$ cat src/rtl/restoring_divider.sv
// 16-by-8 unsigned restoring divider: one quotient bit per clock, MSB first.
// Results appear on registered outputs only when a division completes.
module restoring_divider (
  input  logic        clk,
  input  logic        rst,
  input  logic        start,
  input  logic [15:0] dividend,
  input  logic [7:0]  divisor,
  output logic        busy,
  output logic        done,
  output logic [15:0] quotient,
  output logic [7:0]  remainder,
  output logic        div_by_zero
);

  typedef enum logic [1:0] {
    IDLE = 2'd0,
    CALC = 2'd1,
    DONE = 2'd2
  } state_t;

  state_t      state;
  state_t      state_nxt;

  // Dividend bits leave at the top while quotient bits enter at the bottom.
  logic [15:0] shift_q;
  logic [7:0]  div_q;
  logic [7:0]  part_q;
  logic [3:0]  cnt;

  logic [8:0]  shifted;
  logic [8:0]  diff;
  logic        ge;
  logic [15:0] shift_nxt;
  logic [7:0]  part_nxt;
  logic        last_iter;

  // One restoring step. The partial remainder is always below the divisor,
  // so after the shift it fits 9 bits and the result fits back into 8.
  always_comb begin
    // NOTE: combinational blocks use blocking '=' and assign every output
    // first, so no value is held over from a previous evaluation (no latch).
    shifted   = {part_q, shift_q[15]};
    diff      = shifted - {1'b0, div_q};
    ge        = (shifted >= {1'b0, div_q});
    shift_nxt = {shift_q[14:0], ge};
    part_nxt  = ge ? diff[7:0] : shifted[7:0];
  end

  assign last_iter = (cnt == 4'd15);

  always_comb begin
    state_nxt = state;
    case (state)
      IDLE: if (start) state_nxt = (divisor == 8'd0) ? DONE : CALC;
      CALC: if (last_iter) state_nxt = DONE;
      DONE: state_nxt = IDLE;
      default: state_nxt = IDLE;
    endcase
  end

  assign busy = (state != IDLE);
  assign done = (state == DONE);

  // NOTE: sequential state is written with non-blocking '<=' so every
  // register samples the pre-edge values of the others.
  always_ff @(posedge clk) begin
    if (rst) begin
      state       <= IDLE;
      shift_q     <= '0;
      div_q       <= '0;
      part_q      <= '0;
      cnt         <= '0;
      quotient    <= '0;
      remainder   <= '0;
      div_by_zero <= 1'b0;
    end else begin
      state <= state_nxt;
      case (state)
        IDLE: begin
          if (start) begin
            shift_q <= dividend;
            div_q   <= divisor;
            part_q  <= '0;
            cnt     <= '0;
            if (divisor == 8'd0) begin
              quotient    <= 16'hFFFF;
              remainder   <= dividend[7:0];
              div_by_zero <= 1'b1;
            end
          end
        end
        CALC: begin
          shift_q <= shift_nxt;
          part_q  <= part_nxt;
          cnt     <= cnt + 4'd1;
          if (last_iter) begin
            quotient    <= shift_nxt;
            remainder   <= part_nxt;
            div_by_zero <= 1'b0;
          end
        end
        default: ;
      endcase
    end
  end

endmodule
$ cat config.mk
export PLATFORM = sky130hd
export DESIGN_NAME = restoring_divider
export DESIGN_NICKNAME = d
export VERILOG_FILES = /design/src/rtl/restoring_divider.sv
export SDC_FILE = /design/constraint.sdc
export NUM_CORES = 1
export LEC_CHECK = 0
export ABC_CLOCK_PERIOD_IN_PS = 2150
export BUFFER_PORTS_ARGS = -buffer_cell sky130_fd_sc_hd__clkbuf_2
export CAP_MARGIN = 25
export CORE_UTILIZATION = 50
export CTS_CLUSTER_SIZE = 25
export DETAILED_ROUTE_END_ITERATION = 12
export PLACE_DENSITY_LB_ADDON = 0.08
export SLEW_MARGIN = 10
export SYNTH_ARGS = -nofsm -noshare
export SYNTH_HDL_FRONTEND = slang
export SYNTH_SLANG_ARGS = --single-unit
$ cat constraint.sdc
create_clock -name clk -period 2.15 [get_ports clk]
set_input_delay 0.43 -clock clk [delete_from_list [all_inputs] [get_ports clk]]
set_output_delay 0.43 -clock clk [all_outputs]
set_load 0.02 [all_outputs]
; Word-level counts from Yosys, hierarchy flattened
; Cells that the tools add are included.
[totals]
register_bits = 63
elab_cells = 48
[op_classes]
n_addsub = 2
eq_ne = 6
n_reduce_logical = 8
mux = 23
n_lt_le_gt_ge = 1
[op_table]
columns = op, count
row1 = two-way mux 16 bit, 4
row2 = case mux 16 bit (2 select lines), 2
row3 = two-way mux 8 bit, 5
row4 = case mux 8 bit (2 select lines), 2
row5 = >= comparator 9 x 8 -> 1 bit, 1
row6 = logical NOT 8 bit, 1
row7 = case mux 4 bit (2 select lines), 1
row8 = subtractor 8 bit, 1
row9 = two-way mux 2 bit, 3
row10 = != test 2 bit (second input constant), 3
row11 = AND reduction 2 bit, 3
row12 = adder 4 x 1 -> 4 bit (second input constant), 1
row13 = == test 4 bit (second input constant), 1
row14 = two-way mux 4 bit, 1
row15 = case mux 2 bit (2 select lines), 1
row16 = AND reduction 4 bit, 1
row17 = nonzero test 2 bit, 2
row18 = two-way mux 1 bit, 3
row19 = == test 2 x 1 -> 1 bit (second input constant), 1
row20 = == test 2 bit (second input constant), 1
row21 = logical NOT 2 bit, 1
row22 = case mux 1 bit (2 select lines), 1

; Logic depth before layout (Yosys ltp)
[depth]
word_depth = 4
ltp_mapped = 10
mapped_depth_nobuf = 10

; Least setup slack after synthesis
; OpenSTA, ideal clock, no wires.
[synth_timing]
path_kind = register to register
startpoint = register div_q[5]
endpoint = register remainder[3]
setup_time_ns = 0.088
stages_incl_launch_ff = 10
setup_slack_ns = 0.114
period_less_slack_ns = 2.036
path_buffers = 1
arrival_ns = 1.948
path_cell_list = dfxtp_1 -> inv_1 -> ha_1 -> nand2_2 -> o21ai_0 -> nand2_1 -> and2_1 -> buf_6 -> or4_4 -> a311oi_2
[synth_between]
elab_chain_cells = 4
[synth_rtl]
columns = item, line_no
row1 = "start, declared", 27  ; logic [7:0] div_q;
row2 = "start signal, assigned", 83  ; div_q <= divisor;
row3 = >= comparator 9 x 8 -> 1 bit, 45  ; ge = (shifted >= {1'b0, div_q});
row4 = two-way mux 8 bit, 47  ; part_nxt = ge ? diff[7:0] : shifted[7:0];
row5 = two-way mux 8 bit, 97  ; if (last_iter) begin
row6 = case mux 8 bit (2 select lines), 79  ; case (state)
row7 = "end signal, assigned", 88  ; remainder <= dividend[7:0];
row8 = "end signal, assigned", 99  ; remainder <= part_nxt;
row9 = "end, declared", 12  ; output logic [7:0] remainder,
; No other way between the ends. The select of a mux whose other input is x is not followed.
; A chain may end at the register's enable or synchronous reset.

; Final worst setup path
[layout_timing]
startpoint = register shift_q[15]
endpoint = register remainder[6]
[layout_between]
elab_chain_cells = 4
word_cells_on_any_way = 5
classes_between = add/sub (1) / order compare (1) / mux (3)
[layout_rtl]
columns = item, line_no
row1 = "start, declared", 26  ; logic [15:0] shift_q;
row2 = "start signal, assigned", 82  ; shift_q <= dividend;
row3 = "start signal, assigned", 94  ; shift_q <= shift_nxt;
row4 = subtractor 8 bit or >= comparator 9 x 8 -> 1 bit (tied branches), "44, 45"
row5 = two-way mux 8 bit (*), 47
row6 = two-way mux 8 bit (*), 97
row7 = case mux 8 bit (2 select lines) (*), 79
; Every way passes the cells marked *; elsewhere a longest branch is shown, timed or not. The select of a mux whose other input is x is not followed.

==> results_dict.tcl <==
set metrics [dict create \
    synth_cells 364 \
    seq_area_um2 1270 \
    nets 470 \
    cts_root_buf "clkbuf_8" \
    finalCriticalPeriod_ns 2.08 \
    viasPerCell 5.69 \
    synth-seq-cells 63 \
    post-route-period-util_pct 96.7 \
    hold_viol_final 0 \
    fin_area_um2 3760 \
    num_rows 27 \
    io_buffers 53 \
    p_comb_share_pct 23.1 \
    max_freq_mhz 481 \
    relSlewSlack_pct 53.7 \
    power.share.switching_pct 29.4 \
    hold_class "in2reg" \
    peakVddDrop_v 0.000478 \
    clk_latency_ns 0.34 \
    finalSetupViolCount 0 \
    slowest_delay_ns 0.33 \
    start_util_pct 52.5 \
    clkPwrFrac_pct 36.1 \
    grt_pass1_vias 2644 \
    synth_edf_count 0 \
    gr-total-overflow 0 \
    worstSetupPathType "reg2reg" \
    final_common_cell "nand2_1" \
    power.switching_uw 914 \
    pwr-share-seq_pct 40.8 \
    dp_hpwl_um 5370 \
    antenna_found_initial 0 \
    core-area_um2 5540 \
    drive_above_1_share_pct 29.9 \
    io_pins 54 \
    firstDrtPassIters 5 \
    first_iter_violations 169 \
    syn_area_um2 2910 \
    synth_cell_types 41 \
    crit_top_cell "inv_1" \
    fin_worst_skew_ns 0.00494 \
    grt_pass1_wl_um 12600 \
    whs_ns 0.332 \
    ys_seq_area_share_pct 43.4 \
    total_power_mw 3.11 \
    worstPathMaxFanout 3 \
    tritoncts "done" \
    yosysWarningCount 0 \
    max_cap_violations 0 \
    cp_data_arrival_time_ns 2.31 \
    avgSynthCellArea_um2 7.98 \
    via_count 2901 \
    status "completed" \
    grt_start_max_net_pins 43 \
    syn_nets 401 \
    cpMaxStageDelayCell "dfxtp_2" \
    diodes 0 \
    synthFlopType "dfxtp_1" \
    clkTransAtPathRegs_ns 0.07 \
    path_cells "inv_1 -> ha_4 -> inv_1 -> fa_1 -> nand3_1 -> a21oi_1 -> nor4_2 -> a311oi_2 -> o21ai_0 -> a32o_1" \
    worst_slew_pin_slew_ns 0.693 \
    fin_ws_ns 0.0714 \
    ctsHoldBuffers 0 \
    fp.dieH_um 78.2 \
    synthArstFlopShare_pct 0 \
    intPower_mw 2.19 \
    rrSetupSlack_ns 0.07 \
    dieArea_um2 6120 \
    drtAntennaViolNets 0 \
    finish.utilization_pct 67.8 \
    routedWlPerCell_um 14.9 \
    cp.required_ns 2.38 \
    power.density_nw_per_um2 827 \
    slew_violations 0 \
    placed_area_um2 3380 \
    ctsHtreeMaxLevel 3 \
    syn2layout_area_growth_pct 29.3 \
    cts.sinks 63 \
    rsz0062_at_grt "true" \
    clock_path_buffers 2 \
    cp-start-kind "register" \
    drt_wl_total_um 7590 \
    fp.dieW_um 78.2 \
    place_ws_ns -0.0323 \
    drcViolationCount 0 \
    track_usage_pct 27.0 \
    leakagePower_nw 1.51 \
    final_cell_mix "65 x nand2_1, 56 x dfxtp_1, 53 x clkbuf_2" \
    nFillCells 485 \
    place.gp.congestion 0.868 \
    multiInputGateArea_um2 1640 \
    crit_path_end_kind "register" \
    cts-buffers-inserted 9 \
]
## path summary, 6_finish.rpt
| path | start | end | cells past startpoint |
|---|---|---|---|
| max | shift_q[15] | remainder[6] | 10 |
| min | divisor[0] | div_q[0] | 3 |
| min reg2reg | div_q[1] | div_q[1] | 2 |
| max reg2reg | shift_q[15] | remainder[6] | 10 |
## metrics by stage
stage          instances  setup TNS, ns
3_5_place_dp         492        -0.0552
4_1_cts              508              0
3_3_place_gp         492              0
5_1_grt              510        -0.0812
6_report             510              0
2_1_floorplan        364              0
## cells in the mapped netlist, drive strengths merged (2+ instances only)
cell	count	share of area, %
clkbuf	16	2.1
nor3	6	1.0
o22ai	3	0.86
o21ai	11	1.9
xor2	2	0.60
and3	4	0.86
xnor2	2	0.60
a311oi	22	6.8
a21oi	23	4.0
buf	8	1.4
nand3	10	1.7
ha	9	3.9
a211oi	18	4.6
o21a	3	0.77
dfxtp	63	43
a31oi	5	1.1
nor4	4	0.86
or2	2	0.43
nor2	51	6.6
nand2b	4	0.86
inv	13	1.7
nor2b	3	0.65
nand2	68	8.9
mux2i	2	0.69
or3	2	0.43
## sequential cells by signal, summed over array words and instances, names as in the netlist
| name | cells |
|---|---|
| quotient | 16 |
| shift_q | 16 |
| div_q | 8 |
| part_q | 8 |
| remainder | 8 |
| cnt | 4 |
| state | 2 |
| div_by_zero | 1 |
## area by class of cell
| cell class | count | share of cell area, % |
|---|---|---|
| sequential | 63 | 33.8 |
| multi-input combinational | 264 | 43.7 |
| inverter | 13 | 1.30 |
| timing repair buffer | 82 | 13.2 |
| tap | 72 | 2.40 |
| clock inverter | 6 | 2.26 |
| clock buffer | 10 | 3.40 |
## worst max-delay path: cells and delay by family (launching register included)
family | cells | cell delay [ns]
DFF | 1 | 0.33
adders and majority gates | 2 | 0.37
and+or+nand+nor | 2 | 0.18
buffers and inverters | 2 | 0.12
AOI/OAI and AO/OA | 4 | 0.98
## power groups by stage
stage	clock network [mW]	logic (mW)	registers (mW)
detailed placement	0	0.600	1.29
finish	1.12	0.719	1.27
floorplan	0	0.401	1.28
global placement	0	0.589	1.28
global route	1.20	0.783	1.27
CTS	1.13	0.626	1.26
## repair_timing
| item | in CTS | in global routing |
|---|---|---|
| pin swaps | 1 | 9 |
| setup buffers | 0 | 3 |
| endpoints found under the hold margin | 0 | 0 |
| gates resized for setup | 7 | 25 |
| setup endpoints to repair | 2 | 11 |
## per-layer routing
layer | wire length, µm | vias up | global-route usage [%]
met3 | 491 | 8 | 6.16
met5 | 0 | - | 0
met4 | 89 | 0 | 11.7
met2 | 3390 | 116 | 39.4
li1 | - | 1427 | -
met1 | 3620 | 1350 | 37.9
## cell families after synthesis
group	count (synthesis)	synth area share, %
compound gates	91	21.9
flops	63	43.4
fa+ha+maj	10	4.56
buf+inv	37	5.17
simple gates	157	23.1
mux	2	0.689
xor+xnor	4	1.21
Power figures use the tool's default switching activity.
